File: src/rtl/fifo_prog_sync_if.sv
// fifo_prog_sync_if: write/read handshake, thresholds and status bundle for fifo_prog_sync
interface fifo_prog_sync_if #(
  parameter int DATA_WIDTH = 8,
  parameter int DEPTH      = 16
);
  localparam int AW = $clog2(DEPTH);
  logic                  wr_en;
  logic                  rd_en;
  logic                  err_clr;
  logic [DATA_WIDTH-1:0] din;
  logic [DATA_WIDTH-1:0] dout;
  logic [AW:0]           af_thresh;
  logic [AW:0]           ae_thresh;
  logic [AW:0]           count;
  logic                  full;
  logic                  empty;
  logic                  almost_full;
  logic                  almost_empty;
  logic                  overflow;
  logic                  underflow;
  modport master (
    output wr_en, rd_en, err_clr, din, af_thresh, ae_thresh,
    input  dout, count, full, empty, almost_full, almost_empty, overflow, underflow
  );
  modport slave (
    input  wr_en, rd_en, err_clr, din, af_thresh, ae_thresh,
    output dout, count, full, empty, almost_full, almost_empty, overflow, underflow
  );
endinterface

File: src/rtl/fifo_prog_sync.sv
// fifo_prog_sync: synchronous FIFO with programmable almost flags; sticky error flags when FIFO_ERR_FLAGS_EN is defined
module fifo_prog_sync #(
  parameter int DATA_WIDTH = 8,
  parameter int DEPTH      = 16,
  parameter int FWFT       = 0
) (
  input logic             clk,
  input logic             rst_n,
  fifo_prog_sync_if.slave bus
);
  localparam int AW = $clog2(DEPTH);
  localparam logic [AW:0] FULL_CNT = (AW+1)'(DEPTH);
  logic [DATA_WIDTH-1:0] mem [DEPTH];
  logic [AW:0] wr_ptr, rd_ptr, cnt;
  logic wr_acc, rd_acc;
  // Extra pointer bit distinguishes full from empty; occupancy is the modular difference
  assign cnt              = wr_ptr - rd_ptr;
  assign bus.count        = cnt;
  assign bus.full         = cnt == FULL_CNT;
  assign bus.empty        = cnt == '0;
  assign bus.almost_full  = cnt >= bus.af_thresh;
  assign bus.almost_empty = cnt <= bus.ae_thresh;
  assign wr_acc           = bus.wr_en & ~bus.full;
  assign rd_acc           = bus.rd_en & ~bus.empty;
  // Pointer advance on accepted transfers
  always_ff @(posedge clk or negedge rst_n) begin
    if (!rst_n) begin
      wr_ptr <= '0;
      rd_ptr <= '0;
    end else begin
      wr_ptr <= wr_acc ? wr_ptr + 1'b1 : wr_ptr;
      rd_ptr <= rd_acc ? rd_ptr + 1'b1 : rd_ptr;
    end
  end
  // Storage array, deliberately not reset
  always_ff @(posedge clk) begin
    if (wr_acc) mem[wr_ptr[AW-1:0]] <= bus.din;
  end
  generate
    if (FWFT != 0) begin : g_fwft
      assign bus.dout = bus.empty ? '0 : mem[rd_ptr[AW-1:0]];
    end else begin : g_reg
      logic [DATA_WIDTH-1:0] dout_q;
      // Registered read port: head word captured on the popping edge
      always_ff @(posedge clk or negedge rst_n) begin
        if (!rst_n) dout_q <= '0;
        else if (rd_acc) dout_q <= mem[rd_ptr[AW-1:0]];
      end
      assign bus.dout = dout_q;
    end
  endgenerate
`ifdef FIFO_ERR_FLAGS_EN
  logic ovf_q, unf_q;
  // Sticky error flags; a clear request overrides a same-cycle set
  always_ff @(posedge clk or negedge rst_n) begin
    if (!rst_n) begin
      ovf_q <= 1'b0;
      unf_q <= 1'b0;
    end else begin
      ovf_q <= bus.err_clr ? 1'b0 : ovf_q | (bus.wr_en & bus.full);
      unf_q <= bus.err_clr ? 1'b0 : unf_q | (bus.rd_en & bus.empty);
    end
  end
  assign bus.overflow  = ovf_q;
  assign bus.underflow = unf_q;
`else
  logic unused_err_clr;
  assign unused_err_clr = bus.err_clr;
  assign bus.overflow   = 1'b0;
  assign bus.underflow  = 1'b0;
`endif
endmodule

File: src/flat_wrapper.sv
// flat-port wrapper written by rule: the top's interface ports become plain ports
module fifo_prog_sync_flat 
#(
  parameter int DATA_WIDTH = 8,
  parameter int DEPTH      = 16,
  parameter int FWFT       = 0
)
  (clk, rst_n, bus_wr_en, bus_rd_en, bus_err_clr, bus_din, bus_af_thresh, bus_ae_thresh, bus_dout, bus_count, bus_full, bus_empty, bus_almost_full, bus_almost_empty, bus_overflow, bus_underflow);
  fifo_prog_sync_if #(.DATA_WIDTH(DATA_WIDTH), .DEPTH(DEPTH)) bus_i ();
  input logic clk;
  input logic rst_n;
  input wire logic [$bits(bus_i.wr_en)-1:0] bus_wr_en;
  input wire logic [$bits(bus_i.rd_en)-1:0] bus_rd_en;
  input wire logic [$bits(bus_i.err_clr)-1:0] bus_err_clr;
  input wire logic [$bits(bus_i.din)-1:0] bus_din;
  input wire logic [$bits(bus_i.af_thresh)-1:0] bus_af_thresh;
  input wire logic [$bits(bus_i.ae_thresh)-1:0] bus_ae_thresh;
  output wire logic [$bits(bus_i.dout)-1:0] bus_dout;
  output wire logic [$bits(bus_i.count)-1:0] bus_count;
  output wire logic [$bits(bus_i.full)-1:0] bus_full;
  output wire logic [$bits(bus_i.empty)-1:0] bus_empty;
  output wire logic [$bits(bus_i.almost_full)-1:0] bus_almost_full;
  output wire logic [$bits(bus_i.almost_empty)-1:0] bus_almost_empty;
  output wire logic [$bits(bus_i.overflow)-1:0] bus_overflow;
  output wire logic [$bits(bus_i.underflow)-1:0] bus_underflow;
  assign bus_i.wr_en = bus_wr_en;
  assign bus_i.rd_en = bus_rd_en;
  assign bus_i.err_clr = bus_err_clr;
  assign bus_i.din = bus_din;
  assign bus_i.af_thresh = bus_af_thresh;
  assign bus_i.ae_thresh = bus_ae_thresh;
  assign bus_dout = bus_i.dout;
  assign bus_count = bus_i.count;
  assign bus_full = bus_i.full;
  assign bus_empty = bus_i.empty;
  assign bus_almost_full = bus_i.almost_full;
  assign bus_almost_empty = bus_i.almost_empty;
  assign bus_overflow = bus_i.overflow;
  assign bus_underflow = bus_i.underflow;
  fifo_prog_sync #(.DATA_WIDTH(DATA_WIDTH), .DEPTH(DEPTH), .FWFT(FWFT)) u_core (.clk(clk), .rst_n(rst_n), .bus(bus_i));
endmodule
File: config.mk
export PLATFORM = sky130hd
export DESIGN_NAME = fifo_prog_sync_flat
export DESIGN_NICKNAME = d
export VERILOG_FILES = /design/src/rtl/fifo_prog_sync_if.sv /design/src/rtl/fifo_prog_sync.sv /design/src/flat_wrapper.sv
export SDC_FILE = /design/constraint.sdc
export NUM_CORES = 1
export LEC_CHECK = 0
export CAP_MARGIN = 5
export CELL_PAD_IN_SITES_DETAIL_PLACEMENT = 0
export CELL_PAD_IN_SITES_GLOBAL_PLACEMENT = 1
export CORE_MARGIN = 4
export CORE_UTILIZATION = 35
export DETAILED_ROUTE_END_ITERATION = 12
export GPL_TIMING_DRIVEN = 0
export PLACE_DENSITY = 0.68
export SLEW_MARGIN = 20
export SYNTH_ARGS = -nofsm -noshare
export SYNTH_HDL_FRONTEND = slang
export SYNTH_SLANG_ARGS = --single-unit
File: constraint.sdc
create_clock -name clk -period 3.43 [get_ports clk]
set_clock_uncertainty 0.05 [all_clocks]
set_input_delay 0.5145 -clock clk [delete_from_list [all_inputs] [get_ports clk]]
set_output_delay 0.5145 -clock clk [all_outputs]
set_load 0.005 [all_outputs]
# == Word level (Yosys, flattened, before mapping) ==
# Memory sizes are Yosys's and may differ from the RTL's. A register that Yosys moved wholly into a read port is not among the register bits.
# Index checks and enable logic that the tools add are counted.
# totals
mem_count,1
output_inout_bits,19
mem_bits_rw,128
reg_bits,10
elab_cells,17
# memory_table
memory,depth,width,read_ports,rd_ports_with_merged_regs,write_ports,line,rtl
u_core.mem,16,8,1,1,1,fifo_prog_sync.sv:13,logic [DATA_WIDTH-1:0] mem [DEPTH];
# op_classes
muxes,2
add_sub_neg,3
reduce_logical,2
n_eq_ne,1
n_lt_le_gt_ge,2
n_bitwise,4
# op_table
op,count
$add 5x1->5 const B,2
$eq 5x5->1 const B,1
$ge 5x5->1,1
$le 5x5->1,1
$logic_not 5->1,1
$sub 5x5->5,1
$and 1x1->1,2
$mux 1,2
$not 1->1,2
$logic_not 1->1,1

# == Longest topological paths before layout ==
# Gate-level depths: netlist of the first run.
# depth
word_depth,6
mapped_depth,11
mapped_depth_nobuf,11

# == Worst setup path after synthesis of the first run ==
# No wires, ideal clock.
# synth_timing
path_type,register -> register
startpoint,register u_core.rd_ptr[1]
endpoint,memory u_core.mem[10][0] (enable)
setup_time_ns,0.395
path_slack_ns,-0.020
arrival_time_ns,3.006
path_stages_with_launch,10
path_buffers,3
cell_sequence,dfrtp_1 buf_2 buf_1 inv_1 fa_1 nand3b_1 a211o_1 a211oi_2 buf_4 nor4bb_1
# synth_via
elab_chain_len,6
# synth_lines
element,line,rtl
"start, declared",fifo_prog_sync.sv:14,"logic [AW:0] wr_ptr, rd_ptr, cnt;"
"start signal, assigned",fifo_prog_sync.sv:32,rd_ptr <= rd_acc ? rd_ptr + 1'b1 : rd_ptr;
$sub 5x5->5,fifo_prog_sync.sv:17,assign cnt = wr_ptr - rd_ptr;
net bus_count[1],flat_wrapper.sv:19,output wire logic [$bits(bus_i.count)-1:0] bus_count;
$eq 5x5->1,fifo_prog_sync.sv:19,assign bus.full = cnt == FULL_CNT;
net bus_full,flat_wrapper.sv:20,output wire logic [$bits(bus_i.full)-1:0] bus_full;
$not 1->1,fifo_prog_sync.sv:23,assign wr_acc = bus.wr_en & ~bus.full;
$and 1x1->1,fifo_prog_sync.sv:23,
$mux 1,fifo_prog_sync.sv:37,if (wr_acc) mem[wr_ptr[AW-1:0]] <= bus.din;
$mux 1 (not written as such),fifo_prog_sync.sv:37,
"end, declared",fifo_prog_sync.sv:13,
# The timed path passes the listed nets, and every way through them passes these cells.

# == Final worst setup path of the first run ==
# layout_timing
startpoint,register u_core.rd_ptr[0]
endpoint,output port bus_almost_full
# layout_via
elab_chain_len,2
# layout_lines
element,line,rtl
$sub 5x5->5,fifo_prog_sync.sv:17,
$ge 5x5->1,fifo_prog_sync.sv:21,assign bus.almost_full = cnt >= bus.af_thresh;
"end, declared",flat_wrapper.sv:22,output wire logic [$bits(bus_i.almost_full)-1:0] bus_almost_full;
# Every way passes these cells.

==> out/results.txt, run 1 <==
critical path fanouts, max: 3
CTS tree: done
largest net degree at the start of global routing: 19
Async S/R FF share, synth: 0.123
Layout area overhead: 23.9%
GR Util met2: 0.235
Crit. End Element: output pin
Num Clock Sinks: 146
Initial Util: 0.357
ranking of synthesized cells by area: edfxtp_1, mux4_2, dfrtp_1
final wirelength: 12900 um
CP arrival: 2750 ps
VDD IR max: 0.000369 V
die area: 0.0198 sq mm
Lkg Pwr: 2.66 nW
htree depth: 4
sequential-to-total area share from yosys stat: 0.696
grt met3 use: 0.0349
initial detailed-routing violation count: 226
final-report hold violation count: 0
Max-slew headroom: 0.314
Yosys Warn Count: 0
HPWL Detailed: 8510 um
met1 GRT Util: 0.183
Cells after Synth: 331
syn avg cell area: 18.6 sq um
clk buf depth: 2
Fin Setup TNS: 0 ps
core area: 0.0173 sq mm
antenna viol nets, final: 0
Worst Hold Path Cells: 1
Cells after DPL: 596
diodes inserted: 0
Critical R2R Launch: u_core.rd_ptr[0]
minimum clock period: 3310 ps
routability cong.: 0.750
I/O pin total: 42
Reg2Reg Depth: 11
pwr/cell area: 961 mW/mm^2
share of layout cells above drive strength 1: 0.274
status: complete, no violations
Most Crowded Layer GR: met2
max-cap violation count: 0
Worst Hold Path EP: u_core.wr_ptr[4]
top cells by count, synth: edfxtp_1, mux4_2, dfrtp_1
Tightest Hold Check Type: register to register
initial antenna violation count: 0
Synth top area share: 0.623
EDFF count, synth: 128
number of synthesized register bits: 146
# rows: 48
First-pass DRT Iterations: 4
synthesized area: 0.00617 sq mm
Hold Crit Start: u_core.wr_ptr[4]
all-layer global routing usage: 0.141
drt drc: 0
final worst path period share: 0.966
total power: 7.35 mW
vias in the first global route: 3338
global route overflow: 0
routed vias: 3177
final setup vio count: 0
Synth Flop Type: edfxtp_1
FF+latch area: 0.00429 sq mm
CTS buffer count: 17
vias per cell: 4.99
die extent in y: 141 um
unrepaired setup endpoints after global routing: false
area leader, netlist: edfxtp_1
non-filler cells, final: 637
fmax: 0.302 GHz
fin. max-slew vios: 0
Setup CP Type: register to output pin
Worst-Skew Late Latency: 420 ps
final-layout fill cell count: 1498
R2R Setup Slk: 230 ps
root buf cell: clkbuf_16
Port Buf Inserts: 38
clk slew on worst S/H paths: 60 ps
most frequent cell after synthesis: edfxtp_1
FF-to-FF End: u_core.mem[3][5]
first-pass GRT wire length: 20100 um
slew at the pin closest to its max-slew limit: 1030 ps
library cells used by synthesis: 43
multi-input gate area in the final layout: 0.00189 sq mm
die width: 141 um
worst endpoint required time: 2870 ps
Layout Nets: 437
wire per inst: 20.3 um
CP Launch Type: register
-- worst max path at each step --
stage                     start           endpoint  slack [ps]  cells after the start
5_1_grt        u_core.rd_ptr[0]           bus_full          20                      8
6_report       u_core.rd_ptr[0]    bus_almost_full         120                     10
4_1_cts        u_core.wr_ptr[0]    bus_almost_full         -80                     11
3_3_place_gp   u_core.rd_ptr[1]   u_core.mem[8][0]       -1480                      9
3_5_place_dp   u_core.rd_ptr[1]           bus_full        -780                     10
2_1_floorplan  u_core.rd_ptr[1]  u_core.mem[10][0]         -20                      9
-- layout by cell type (no fill, tap or decap), types with 4 or more instances in the layout --
master and instances:
clkbuf_16 17, xor2_1 4, nor2_1 9, xnor2_1 5, and3_1 4, dfrtp_1 18, nor4bb_4 6, mux2_4 9
edfxtp_1 128, nand2b_1 5, clkdlybuf4s50_1 34, a22oi_1 16, clkinv_1 5, clkinv_2 4, buf_4 13, inv_1 11
mux4_2 32, a21oi_1 4, ha_1 12, nand2_1 11, buf_6 5
-- cells by family after synthesis --
kind of cell               Yosys count  share of synthesized area
other                                1                   0.000608
and+or+nand+nor                     55                     0.0515
DFF                                146                      0.696
adders and majority gates           16                     0.0333
buffers and inverters               29                     0.0243
AOI/OAI and AO/OA                   31                     0.0367
xor gates and xnor gates            11                     0.0168
muxes                               42                      0.141
-- flip-flops by register name, indices dropped and copies added (netlist names) --
| register | count |
|---|---|
| u_core.rd_ptr | 5 |
| u_core.wr_ptr | 5 |
| u_core.bus.dout | 8 |
| u_core.mem | 128 |
-- cell type report --
| class | count | share of cell area |
|---|---|---|
| flip-flops and latches | 146 | 0.562 |
| multi-input cells | 157 | 0.248 |
| repair buffers | 49 | 0.0601 |
| clock buffers | 18 | 0.0561 |
| well taps | 225 | 0.0368 |
| clock inverters | 14 | 0.0159 |
| plain buffers | 14 | 0.0147 |
| inverters | 14 | 0.00688 |
-- where the power goes --
part	internal (mW)	leakage, nW	switching (mW)	total, mW
Combinational	1.71	1.02	1.58	3.29
Sequential	2.22	1.37	0.120	2.34
Clock	1.05	0.263	0.666	1.72
-- metal layers --
layer	part of all wire	up-vias	wire [um]
met3	0.048	9	620
met2	0.51	59	6650
met4	0.0076	0	98
met5	0	-	0
li1	-	1461	-
met1	0.43	1648	5570
-- metrics by stage --
step,hold WS [ps],worst slack (ps),instance area [sq um],utilization
2_1_floorplan,169,-20.4,6170,-
3_3_place_gp,425,-1480,6830,0.395
3_5_place_dp,429,-782,6940,0.401
4_1_cts,443,-78.9,7590,0.439
5_1_grt,460,24.6,7640,0.442
6_report,443,118,7640,0.442
-- timing repair --
item | CTS | global route
hold buffers | 0 | 0
resized for setup | 21 | 10
pin swaps | 6 | 4
endpoints found under the setup margin | 149 | 27
buffers inserted | 9 | 1
-- critical path, cell delays in order, from the launching register on --
cell,delay (ps)
dfrtp_1,420
ha_4,170
inv_1,60
fa_2,460
buf_6,150
ha_4,260
a21oi_2,50
maj3_2,320
a21oi_2,130
o2bb2a_4,130
clkdlybuf4s15_1,190
(Power assumes the default switching activity.)
==> inputs of run 2 (changes only) <==
--- a/constraint.sdc
+++ b/constraint.sdc
@@ -4,2 +4,2 @@
 set_output_delay 0.5145 -clock clk [all_outputs]
-set_load 0.005 [all_outputs]
+set_load 0.1 [all_outputs]
==> out/results.txt, run 2 (same netlist as run 1, synthesis figures left out) <==
status: complete, no violations
hold_buf cts: 0
root buf cell: clkbuf_16
die area: 0.0198 sq mm
core area: 0.0173 sq mm
Crit. End Element: output pin
Worst-Skew Late Latency: 420 ps
critical path fanouts, max: 5
Fin Setup TNS: 0 ps
initial detailed-routing violation count: 216
First-pass DRT Iterations: 4
initial antenna violation count: 0
diodes inserted: 0
CP arrival: 2840 ps
clk buf depth: 2
Layout Nets: 440
final wirelength: 13000 um
global route overflow: 0
max reg flops: 128
# rows: 48
DP Worst Slack: -750 ps
I/O pin total: 42
CP Launch Type: register
R2R Setup Slk: 140 ps
HPWL Detailed: 8400 um
Setup CP Type: register to output pin
first-pass GRT wire length: 20100 um
vias per cell: 5.05
clk slew on worst S/H paths: 60 ps
worst endpoint required time: 2870 ps
Max-slew headroom: 0.311
final-report hold violation count: 0
Port Buf Inserts: 38
unrepaired setup endpoints after global routing: true
wire per inst: 20.2 um
fin. max-slew vios: 0
htree depth: 4
share of layout cells above drive strength 1: 0.313
CTS tree: done
hold slack: 1.27 ps
largest net degree at the start of global routing: 19
routability cong.: 0.714
minimum clock period: 3400 ps
most frequent cells in the layout: edfxtp_1, mux4_2, clkdlybuf4s50_1
CP Buf/Inv Count: 3
slew at the pin closest to its max-slew limit: 1030 ps
drt drc: 0
Setup WS post-layout: 27.2 ps
Layout area overhead: 26.6%
CP top delay family: adder cells
Initial Util: 0.357
commonest non-fill, non-tap cell in the layout: edfxtp_1
CTS buffer count: 17
max-cap violation count: 0
crit-path cells: inv_2, ha_4, inv_2, fa_2, ha_4, nor2b_1, o21a_1, o21ai_2, a21oi_2, o21ai_4, buf_12
routed vias: 3231
antenna viol nets, final: 0
die width: 141 um
Tightest Hold Check Type: input pin to async pin
Crit-path slowest cell: fa_2
Critical R2R Launch: u_core.wr_ptr[0]
max incr delay on CP: 630 ps
final worst path period share: 0.992
Num Clock Sinks: 146
fmax: 0.294 GHz
die extent in y: 141 um
Reg2Reg Depth: 11
all-layer global routing usage: 0.139
FF-to-FF End: u_core.mem[4][4]
final setup vio count: 0
vias in the first global route: 3384
run 2: cell types whose count changed in the layout (fill, tap and decap cells not counted), moves of 3 or more:
| cell | before | now |
|---|---|---|
| buf_12 | 1 | 5 |
| clkbuf_8 | 0 | 3 |
| clkdlybuf4s50_1 | 34 | 29 |
| clkinv_1 | 5 | 1 |
| clkinvlp_4 | 3 | 0 |
run 2: final cells by class:
type | count | area (sq um)
Inverter | 14 | 52.6
Sequential cell | 146 | 4290
Buffer | 15 | 128
Multi-Input combinational cell | 157 | 1940
Clock inverter | 10 | 131
Tap cell | 225 | 282
Timing Repair Buffer | 51 | 508
Fill cell | 1462 | 9490
Clock buffer | 22 | 474
run 2: how the worst max path moves through the flow:
stage                     startpoint          endpoint  slack, ps  cells past startpoint
global route        u_core.wr_ptr[0]  bus_almost_empty        -90                     12
detailed placement  u_core.rd_ptr[1]          bus_full       -750                     10
finish              u_core.wr_ptr[0]  bus_almost_empty         30                     11
CTS                 u_core.rd_ptr[1]  bus_almost_empty        -30                     12
floorplan           u_core.wr_ptr[0]  bus_almost_empty        -70                     10
global placement    u_core.rd_ptr[1]          bus_full       -740                     10
run 2: through the flow:
stage / area, sq um / utilization / std cells
6_report: 7810 / 0.451 / 640
5_1_grt: 7810 / 0.451 / 640
4_1_cts: 7690 / 0.445 / 632
3_5_place_dp: 7020 / 0.406 / 595
3_3_place_gp: 7020 / 0.406 / 595
2_1_floorplan: 6350 / - / 332
run 2: repair_timing:
action,4_1_cts,5_1_grt
gates resized for setup,41,13
pin swaps,1,12
endpoints found under the setup margin,16,61
setup buffers,5,8
run 2: worst register-to-register path, delay by kind of cell (launching register included):
| family | cells | cell delay (ps) |
|---|---|---|
| simple gates | 2 | 810 |
| buf+inv | 5 | 600 |
| compound gates | 2 | 300 |
| flops | 1 | 420 |
| fa+ha+maj | 2 | 760 |
run 2: per-layer routing:
layer  vias to the layer above  track usage  routed length [um]  part of all wire
li1                       1462            -                   -                 -
met4                         0       0.0520                 189             0.015
met1                      1680        0.189                5690              0.44
met5                         -            0                   0                 0
met2                        74        0.216                6320              0.49
met3                        15       0.0336                 747             0.058
Power of run 2 is left out: the tool's default activity adds up to more than one toggle a clock period on the data nets, which glitch-free logic cannot reach.
==> inputs of run 3 (changes only) <==
- CELL_PAD_IN_SITES_DETAIL_PLACEMENT: 0 -> 1
- PLACE_DENSITY: 0.68 -> 0.66
- clock period: 3.43 -> 4 ns (I/O delays scaled with it)
==> out/results.txt, run 3 (same netlist as run 1, synthesis figures left out) <==
status: complete, no violations
commonest non-fill, non-tap cell in the layout: edfxtp_1
CTS tree: done
largest net degree at the start of global routing: 19
Worst-Skew Late Latency: 410 ps
antenna viol nets, final: 0
worst endpoint required time: 3350 ps
initial detailed-routing violation count: 261
vias in the first global route: 3533
CP Buf/Inv Count: 3
Tightest Hold Check Type: register to register
Initial Util: 0.357
htree depth: 4
Worst Hold Path Cells: 1
root buf cell: clkbuf_16
share of layout cells above drive strength 1: 0.239
most used cell, CP: a21oi_1
Port Buf Inserts: 38
core area: 0.0173 sq mm
global route overflow: 0
max incr delay on CP: 540 ps
Setup CP Type: register to output pin
hold slack: 440 ps
CP top delay family: adder cells
final worst path period share: 0.962
slew at the pin closest to its max-slew limit: 1010 ps
First-pass DRT Iterations: 4
path length in cells of the critical path: 9
vias per cell: 5.18
fmax: 0.260 GHz
max-cap violation count: 0
initial antenna violation count: 0
most frequent cells in the layout: edfxtp_1, mux4_2, clkdlybuf4s50_1
# rows: 48
die extent in y: 141 um
routability cong.: 0.756
hold_buf cts: 0
Post-CTS Setup Repair Bufs: 0
drt drc: 0
fin. max-slew vios: 0
die width: 141 um
minimum clock period: 3850 ps
max reg flops: 128
Crit. End Element: output pin
all-layer global routing usage: 0.146
first-pass GRT wire length: 21300 um
unrepaired setup endpoints after global routing: false
die area: 0.0198 sq mm
final setup vio count: 0
Layout Nets: 427
clk buf depth: 2
CP Launch Type: register
critical path fanouts, max: 17
clk slew on worst S/H paths: 60 ps
I/O pin total: 42
CP arrival: 3200 ps
diodes inserted: 0
CTS buffer count: 17
crit-path cells: buf_4, inv_1, fa_2, ha_1, a21oi_1, maj3_1, a21oi_1, o2bb2a_2, buf_2
Reg2Reg Depth: 9
HPWL Detailed: 9090 um
Layout area overhead: 21.7%
routed vias: 3247
final wirelength: 13600 um
Crit-path slowest cell: fa_2
Max-slew headroom: 0.324
final-report hold violation count: 0
wire per inst: 21.6 um
post-CTS sizing: 22
Num Clock Sinks: 146
[run 3: through the flow]
step / instance area [sq um] / setup TNS (ps) / util / setup slack, ps / instances
global placement: 6860 / -44500 / 0.397 / -848 / 595
detailed placement: 6960 / -6380 / 0.403 / -925 / 596
global route: 7500 / 0 / 0.434 / 1.84 / 627
CTS: 7490 / 0 / 0.433 / 119 / 627
floorplan: 6200 / -962 / - / -20.0 / 332
finish: 7500 / 0 / 0.434 / 153 / 627
[run 3: area by class of cell]
| type | instances | area [sq um] |
|---|---|---|
| Sequential cell | 146 | 4290 |
| Fill cell | 1661 | 9790 |
| Multi-Input combinational cell | 157 | 1850 |
| Clock buffer | 25 | 485 |
| Inverter | 14 | 52.6 |
| Buffer | 14 | 96.3 |
| Timing Repair Buffer | 39 | 388 |
| Tap cell | 225 | 282 |
| Clock inverter | 7 | 57.6 |
[run 3: worst paths after layout]
check | from | endpoint | slack [ps]
setup / recovery | u_core.rd_ptr[1] | bus_almost_full | 150
hold / removal | u_core.rd_ptr[4] | u_core.rd_ptr[4] | 440
setup reg to reg | u_core.rd_ptr[1] | u_core.mem[7][4] | 500
hold reg to reg | u_core.rd_ptr[4] | u_core.rd_ptr[4] | 440
max in group asynchronous | rst_n | u_core.wr_ptr[0] | 2630
min in group asynchronous | rst_n | u_core.bus.dout[5] | 670
[run 3: per-layer routing]
| metal | wire length [um] | up-vias | global-route usage |
|---|---|---|---|
| met5 | 0 | - | 0 |
| met4 | 81 | 0 | 0.0337 |
| met3 | 525 | 10 | 0.0400 |
| met2 | 6900 | 68 | 0.243 |
| met1 | 6070 | 1734 | 0.193 |
| li1 | - | 1435 | - |
Power of run 3 is left out for the same reason.
